==> src/rtl/rootvoter_pkg.sv <==
// Shared rootvoter definitions: vote types, sequencer states and per-type
// dataset count, agreement threshold and compare-unit terminal count.
package rootvoter_pkg;

   typedef enum logic [1:0] {
      V2OO2 = 2'b00,
      V2OO3 = 2'b01,
      V4OO7 = 2'b10,
      V5OO9 = 2'b11
   } vote_type_e;

   typedef enum logic [2:0] {
      StIdle,
      StClr,
      StRun,
      StScan,
      StResp
   } seq_state_e;

   localparam int unsigned NumInputs = 9;

   // Active datasets N
   function automatic logic [3:0] vote_n(input vote_type_e vt);
      case (vt)
         V2OO2:   return 4'd2;
         V2OO3:   return 4'd3;
         V4OO7:   return 4'd7;
         default: return 4'd9;
      endcase
   endfunction

   // Required agreement count T
   function automatic logic [7:0] vote_t(input vote_type_e vt);
      case (vt)
         V2OO2:   return 8'd1;
         V2OO3:   return 8'd1;
         V4OO7:   return 8'd3;
         default: return 8'd4;
      endcase
   endfunction

   // Last compare index L; the compare unit is done after L+1 enabled cycles
   function automatic logic [7:0] vote_l(input vote_type_e vt);
      case (vt)
         V2OO2:   return 8'h01;
         V2OO3:   return 8'h02;
         V4OO7:   return 8'h14;
         default: return 8'h23;
      endcase
   endfunction

endpackage

==> src/rtl/vote_sequencer.sv <==
// Sequences the dataset compare unit for one vote, then scans the agreement
// counts against the threshold and holds the verdict until it is consumed.
module vote_sequencer
   import rootvoter_pkg::*;
#(
   parameter int unsigned MAX_DATASETS = 9,
   parameter int unsigned TIMEOUT      = 64
) (
   input  logic       clk,
   input  logic       reset,
   input  logic       start,
   input  logic [1:0] vote_type,
   input  logic       cmp_done,
   input  logic [7:0] res_A,
   input  logic [7:0] res_B,
   input  logic [7:0] res_C,
   input  logic [7:0] res_D,
   input  logic [7:0] res_E,
   input  logic [7:0] res_F,
   input  logic [7:0] res_G,
   input  logic [7:0] res_H,
   input  logic [7:0] res_I,
   output logic       cmp_reset,
   output logic       cmp_en,
   output logic       busy,
   output logic       result_valid,
   input  logic       result_ready,
   output logic [8:0] agree_mask,
   output logic [8:0] fault_mask,
   output logic [3:0] winner_idx,
   output logic       majority_ok,
   output logic       timeout_err,
   output logic       cfg_err
);

   seq_state_e state_q, state_d;
   vote_type_e vt_q, vt_d, vt_in;
   logic [7:0] tmo_cnt_q, tmo_cnt_d;
   logic [3:0] idx_q, idx_d;
   logic [8:0] agree_q, agree_d;
   logic [8:0] fault_q, fault_d;
   logic [3:0] winner_q, winner_d;
   logic       maj_q, maj_d;
   logic       tout_q, tout_d;
   logic       cfg_q, cfg_d;
   logic [7:0] counts [NumInputs];

   assign counts[0] = res_A;
   assign counts[1] = res_B;
   assign counts[2] = res_C;
   assign counts[3] = res_D;
   assign counts[4] = res_E;
   assign counts[5] = res_F;
   assign counts[6] = res_G;
   assign counts[7] = res_H;
   assign counts[8] = res_I;

   assign vt_in = vote_type_e'(vote_type);

   always_comb begin
      state_d   = state_q;
      vt_d      = vt_q;
      tmo_cnt_d = tmo_cnt_q;
      idx_d     = idx_q;
      agree_d   = agree_q;
      fault_d   = fault_q;
      winner_d  = winner_q;
      maj_d     = maj_q;
      tout_d    = tout_q;
      cfg_d     = cfg_q;

      unique case (state_q)
         StIdle: begin
            if (start) begin
               vt_d     = vt_in;
               agree_d  = '0;
               fault_d  = '0;
               winner_d = 4'hF;
               maj_d    = 1'b0;
               tout_d   = 1'b0;
               cfg_d    = 1'b0;
               if (32'(vote_n(vt_in)) > MAX_DATASETS) begin
                  cfg_d   = 1'b1;
                  state_d = StResp;
               end else begin
                  state_d = StClr;
               end
            end
         end
         StClr: begin
            tmo_cnt_d = '0;
            state_d   = StRun;
         end
         StRun: begin
            tmo_cnt_d = tmo_cnt_q + 8'd1;
            if (cmp_done) begin
               idx_d   = '0;
               state_d = StScan;
            end else if (32'(tmo_cnt_q) + 32'd1 >= TIMEOUT) begin
               tout_d   = 1'b1;
               agree_d  = '0;
               fault_d  = '0;
               winner_d = 4'hF;
               state_d  = StResp;
            end
         end
         StScan: begin
            if (counts[idx_q] >= vote_t(vt_q)) begin
               agree_d[idx_q] = 1'b1;
               if (winner_q == 4'hF) winner_d = idx_q;
            end else begin
               fault_d[idx_q] = 1'b1;
            end
            if (idx_q == vote_n(vt_q) - 4'd1) begin
               maj_d   = |agree_d;
               state_d = StResp;
            end else begin
               idx_d = idx_q + 4'd1;
            end
         end
         StResp: begin
            if (result_ready) state_d = StIdle;
         end
         default: state_d = StIdle;
      endcase
   end

   // Compare unit has its own reset, so cmp_reset is purely the CLR decode
   always_ff @(posedge clk) begin
      if (reset) begin
         state_q   <= StIdle;
         vt_q      <= V2OO2;
         tmo_cnt_q <= '0;
         idx_q     <= '0;
         agree_q   <= '0;
         fault_q   <= '0;
         winner_q  <= 4'hF;
         maj_q     <= 1'b0;
         tout_q    <= 1'b0;
         cfg_q     <= 1'b0;
      end else begin
         state_q   <= state_d;
         vt_q      <= vt_d;
         tmo_cnt_q <= tmo_cnt_d;
         idx_q     <= idx_d;
         agree_q   <= agree_d;
         fault_q   <= fault_d;
         winner_q  <= winner_d;
         maj_q     <= maj_d;
         tout_q    <= tout_d;
         cfg_q     <= cfg_d;
      end
   end

   assign cmp_reset    = (state_q == StClr);
   assign cmp_en       = (state_q == StRun) && !cmp_done;
   assign busy         = (state_q != StIdle);
   assign result_valid = (state_q == StResp);
   assign agree_mask   = agree_q;
   assign fault_mask   = fault_q;
   assign winner_idx   = winner_q;
   assign majority_ok  = maj_q;
   assign timeout_err  = tout_q;
   assign cfg_err      = cfg_q;

endmodule

==> config.mk <==
export PLATFORM = sky130hd
export DESIGN_NAME = vote_sequencer
export DESIGN_NICKNAME = d
export VERILOG_FILES = /design/src/rtl/rootvoter_pkg.sv /design/src/rtl/vote_sequencer.sv
export SDC_FILE = /design/constraint.sdc
export NUM_CORES = 1
export LEC_CHECK = 0
export ABC_CLOCK_PERIOD_IN_PS = 5520
export CAP_MARGIN = 20
export CELL_PAD_IN_SITES_DETAIL_PLACEMENT = 0
export CELL_PAD_IN_SITES_GLOBAL_PLACEMENT = 1
export CORE_MARGIN = 2
export CORE_UTILIZATION = 33
export DETAILED_ROUTE_END_ITERATION = 8
export PLACE_DENSITY = 0.87
export SYNTH_ARGS = -nofsm -noshare
export SYNTH_HDL_FRONTEND = slang
export SYNTH_SLANG_ARGS = --single-unit
==> constraint.sdc <==
create_clock -name clk -period 5.52 [get_ports clk]
set_clock_uncertainty 0.05 [all_clocks]
set_input_delay 0.828 -clock clk [delete_from_list [all_inputs] [get_ports clk]]
set_output_delay 0.828 -clock clk [all_outputs]
set_load 0.02 [all_outputs]
# Yosys cells after proc, flatten, opt, wreduce, memory -nomap -nowiden
# Index checks and enable logic that the tools add are counted.
# classes
addsub,4
n_lt_le_gt_ge,6
eq_ne,21
muxes,44
bitwise_logic,3
reduce_logical,22
# ops
op,n
2-to-1 mux 9 bit,6
one-hot mux 9 bit (3 select lines),2
2-to-1 mux 4 bit,10
one-hot mux 4 bit (3 select lines),3
binary-select mux 8 bit (select 4 bit),1
2-to-1 mux 8 bit,3
2-to-1 mux 3 bit,6
!= test 2 bit (second input constant),9
OR 9 bit,2
one-hot mux 8 bit (2 select lines),1
one-hot mux 3 bit (5 select lines),1
AND reduction 4 bit,3
adder 8 x 1 -> 9 bit (second input constant),1
greater-or-equal comparator 9 x 7 -> 1 bit (second input constant),1
OR reduction 9 bit,1
adder 8 x 1 -> 8 bit (second input constant),1
greater-or-equal comparator 8 bit,1
one-hot mux 4 bit (2 select lines),1
nonzero test 2 bit,4
== test 3 x 2 -> 1 bit (second input constant),2
2-to-1 mux 1 bit,6
one-hot mux 3 bit (2 select lines),1
AND reduction 3 bit,2
AND reduction 6 bit,1
25 further kinds,31
# word_totals
regBits,42
inputBits,79
out_inout_bits,29
wordCells,110

# Longest topological paths before layout
# depth
ltp_word,10
mapped_depth,14
mapped_depth_nobuf,12

# Least setup slack after synthesis
# OpenSTA, ideal clock, no wires.
# synth_timing
path_type,input-to-reg
from,input port res_I[0]
to,"register agree_q[0], in the netlist agree_mask[0]"
t_arrival_ns,2.817
required_ns,5.353
setup_slack_ns,2.536
path_stages,11
path_cell_list,mux2_2 a221oi_1 nor3_1 a31oi_1 ha_1 nand2b_1 a21oi_1 o21ai_0 a221oi_4 nand2_4 a32o_1
# synth_between
elab_chain_len,7
# synth_rtl
element,line,source
start: declaration,vote_sequencer.sv:22,"input logic [7:0] res_I,"
binary-select mux 8 bit (select 4 bit),vote_sequencer.sv:108,if (counts[idx_q] >= vote_t(vt_q)) begin
2-to-1 mux 8 bit (not written as such) (2 in series),vote_sequencer.sv:108,
greater-or-equal comparator 8 bit,vote_sequencer.sv:108,
2-to-1 mux 9 bit,vote_sequencer.sv:108,
2-to-1 mux 9 bit,vote_sequencer.sv:72,unique case (state_q)
one-hot mux 9 bit (3 select lines),vote_sequencer.sv:72,
end signal: assignment,vote_sequencer.sv:146,agree_q <= agree_d;
end: declaration,vote_sequencer.sv:40,"logic [8:0] agree_q, agree_d;"
# No other way between the ends. The select of a mux whose other input is x is not followed.
# A chain may end at the register's enable or synchronous reset.

# Worst setup path after layout
# layout_timing
from,input port res_A[0]
to,"register agree_q[0], in the netlist agree_mask[0]"
# layout_between
elab_chain_len,7
# layout_rtl
element,line,source
start: declaration,vote_sequencer.sv:14,"input logic [7:0] res_A,"
binary-select mux 8 bit (select 4 bit),vote_sequencer.sv:108,
2-to-1 mux 8 bit (not written as such) (2 in series),vote_sequencer.sv:108,
greater-or-equal comparator 8 bit,vote_sequencer.sv:108,
2-to-1 mux 9 bit,vote_sequencer.sv:108,
2-to-1 mux 9 bit,vote_sequencer.sv:72,
one-hot mux 9 bit (3 select lines),vote_sequencer.sv:72,
# No other way between the ends. The select of a mux whose other input is x is not followed.

==> out/results.txt <==
Net Sw Frac - 31.4%
Die W - 93.6 µm
Async S/R FF share, synth - 0%
EDFF count, synth - 0
RSZ-0062 raised after global routing - false
Critical Path Start Type - input pin
WL final - 7630 µm
top_reg_cell synth - dfxtp_1
post-layout util - 49.5%
vias in the first global route - 2,630
Layout fillers - 755
HPWL after detailed placement - 5870 µm
remaining global-route overflow - 0
P_int - 511 µW
minimum clock period after layout - 3.46 ns
crit path max fanout - 19
Clk pin slew, worst setup/hold paths - 0.09 ns
most frequent cells in the layout - 107 x clkdlybuf4s50_1, 42 x dfxtp_1, 35 x nand2_1
FF-to-FF path depth - 9
Pleak - 1.38 nW
H-Tree Depth - 2
status - completed
DRC Markers - 0
DR iter-0 viols - 127
max incr delay on CP - 0.40 ns
worst-skew pair later-pin latency - 0.29 ns
setup bufs post-CTS - 0
Tightest Pin Transition - 0.880 ns
Sink Count - 42
Initial Utilization - 34.1%
Final Wtd Congestion - 0.762
share of layout cells above drive strength 1 - 7.97%
Vias - 2,699
fmax - 0.289 GHz
commonest non-fill, non-tap cell in the layout - clkdlybuf4s50_1
WHS Endpoint - fault_mask[2]$_SDFFE_PP0P_
GRT Overall Usage - 16.8%
CTS hold repair buffers - 0
Post-CTS Resized - 0
final hold vios - 0
syn_area_per_cell - 8.49 µm²
ANT cells - 0
input/output buffers - 107
Slew Limit Headroom - 40.9%
largest net degree at the start of global routing - 24
Worst R2R Setup Slack - 2.10 ns
final setup vio count - 0
WP data arrival - 3.60 ns
maximum vdd drop - 0.000107 V
CTS Buffer Depth - 2
TritonCTS clock tree - done
Worst EP required - 5.67 ns
Die Y-Extent - 93.6 µm
total core area - 0.00777 mm²
non-filler cells, final - 516
synth unique cells - 52
setup TNS - 0 ns
row count - 32
clock root buffer - clkbuf_8
WHS Path Cells - 2
Post-Synthesis Cell Area - 0.00265 mm²
IO Count - 108
routed length per placed instance - 14.8 µm
# nets final - 505
Synth Warn # - 0
register area share after synthesis - 31.7%
period utilization - 62.6%
clock share of power - 27.7%
Seq pwr share - 44.8%
Vias/cell - 5.23
Routed Antenna Nets - 0
critical path, cell by cell - clkdlybuf4s50_1 -> mux2_2 -> a221oi_1 -> nor3_1 -> a31oi_1 -> ha_1 -> nand2b_1 -> a21oi_1 -> o21ai_0 -> a221oi_4 -> nand2_4 -> a32o_1
initial antenna violation count - 0
first-pass GRT wire length - 11,900 µm
drt first pass iters - 4
Mapped Nets - 404
FF+latch count, synth - 42
number of clock buffers inserted by TritonCTS - 5
R2R Path Start - idx_q[0]$_SDFFE_PP0P_
Cell Pwr Density - 194 mW/mm²
Mapped Cells - 312
Hold Crit Start - fault_mask[2]$_SDFFE_PP0P_
Worst Setup End Kind - flip-flop
area grow syn2layout - 45.3%
Hold Crit Class - reg -> reg
Max-Cap Viols - 0
Crit path max-delay family - compound AO/OA/AOI/OAI gates
NetSw - 234 µW
die area - 0.00876 mm²
buffer and inverter count on the worst path - 1
worst r2r dst - agree_mask[0]$_SDFFE_PP0P_
Slew Viols, Final - 0
combinational power share - 27.6%
Cells after DPL - 508
WS Path Type - in -> reg
Slowest cell on crit path - clkdlybuf4s50_1
-- layer usage --
| metal | GRT usage, % | wire [µm] | up-vias |
|---|---|---|---|
| met1 | 19.2 | 3270 | 1259 |
| met4 | 4.47 | 80 | 0 |
| met3 | 3.95 | 581 | 8 |
| met5 | 0 | 0 | - |
| li1 | - | - | 1348 |
| met2 | 31.0 | 3700 | 84 |
-- power by group through the flow --
stage | logic (mW) | clock network [mW] | registers [mW]
final | 0.206 | 0.206 | 0.334
after detailed placement | 0.206 | 0 | 0.340
after global placement | 0.202 | 0 | 0.340
after CTS | 0.207 | 0.212 | 0.333
after floorplan | 0.116 | 0 | 0.334
after global routing | 0.225 | 0.223 | 0.336
-- cell families (layout without fill, tap and decap cells) --
family	count (synthesis)	count (layout)	synth area share, %
simple gates	115	115	21.3
compound gates	92	92	25.0
xor+xnor	4	4	1.32
flops	42	42	31.7
mux	15	15	8.36
buf+inv	31	133	6.14
fa+ha+maj	13	13	6.14
-- sequential cells by signal (all words and copies together), names as in the netlist --
name,count
majority_ok,1
fault_mask,9
agree_mask,9
timeout_err,1
state_q,3
winner_idx,4
idx_q,4
vt_q,2
tmo_cnt_q,8
cfg_err,1
-- cell usage after synthesis (2+ instances only) --
| cell | instances | share of area (%) |
|---|---|---|
| a2111oi_0 | 3 | 0.99 |
| a21oi_1 | 23 | 4.3 |
| a221oi_1 | 3 | 0.99 |
| a22oi_1 | 2 | 0.57 |
| a31oi_1 | 3 | 0.71 |
| a32o_1 | 9 | 3.4 |
| and2_1 | 5 | 1.2 |
| and3b_1 | 2 | 0.66 |
| buf_4 | 4 | 1.1 |
| buf_6 | 4 | 1.7 |
| clkbuf_1 | 4 | 0.57 |
| dfxtp_1 | 42 | 32 |
| ha_1 | 13 | 6.1 |
| inv_1 | 17 | 2.4 |
| mux2_2 | 4 | 1.7 |
| mux2i_1 | 6 | 2.3 |
| mux4_2 | 4 | 3.4 |
| nand2_1 | 35 | 5.0 |
| nand2b_1 | 2 | 0.47 |
| nand3_1 | 6 | 1.1 |
| nand3b_1 | 4 | 1.1 |
| nand4_1 | 3 | 0.71 |
| nor2_1 | 31 | 4.4 |
| nor2b_1 | 2 | 0.47 |
| nor3_1 | 4 | 0.76 |
| nor3b_1 | 2 | 0.57 |
| nor4_1 | 11 | 2.6 |
| o21a_1 | 3 | 0.85 |
| o21ai_0 | 25 | 4.7 |
| o21ai_2 | 8 | 2.6 |
| or3_1 | 4 | 0.94 |
| xor2_1 | 4 | 1.3 |
-- metrics by stage --
stage	instance area, µm²	setup WS (ns)	power [mW]	hold slack (ns)
floorplan	2650	2.54	0.449	0.387
global placement	3760	1.83	0.542	0.393
detailed placement	3760	1.77	0.546	0.392
CTS	3850	2.08	0.752	0.410
global route	3850	1.81	0.785	0.435
finish	3850	2.06	0.745	0.409
-- cell type report --
class | count | area, µm² | area share (%)
sequential | 42 | 841 | 21.8
timing repair buffer | 108 | 1080 | 28.0
inverter | 17 | 63.8 | 1.66
multi-input combinational | 239 | 1650 | 42.8
clock buffer | 5 | 68.8 | 1.79
clock inverter | 3 | 23.8 | 0.618
tap | 102 | 128 | 3.32
-- worst reg2reg max path, stage by stage, from the launching register on --
cell	delay, ns
dfxtp_1	0.89
mux4_2	0.61
a31oi_1	0.20
ha_1	0.25
nand2b_1	0.14
a21oi_1	0.16
o21ai_0	0.14
a221oi_4	0.32
nand2_4	0.25
a32o_1	0.32
-- how the worst max path moves through the flow --
| stage | from | to | slack, ns | cells after the start |
|---|---|---|---|---|
| floorplan | res_I[0] | agree_mask[0]$_SDFFE_PP0P_ | 2.54 | 11 |
| global placement | res_A[0] | agree_mask[2]$_SDFFE_PP0P_ | 1.83 | 12 |
| detailed placement | res_A[0] | agree_mask[3]$_SDFFE_PP0P_ | 1.77 | 12 |
| CTS | res_A[0] | agree_mask[0]$_SDFFE_PP0P_ | 2.08 | 12 |
| global route | res_I[0] | agree_mask[5]$_SDFFE_PP0P_ | 1.81 | 12 |
| finish | res_A[0] | agree_mask[0]$_SDFFE_PP0P_ | 2.06 | 12 |
No activity file was read; power rests on OpenSTA's default activity.
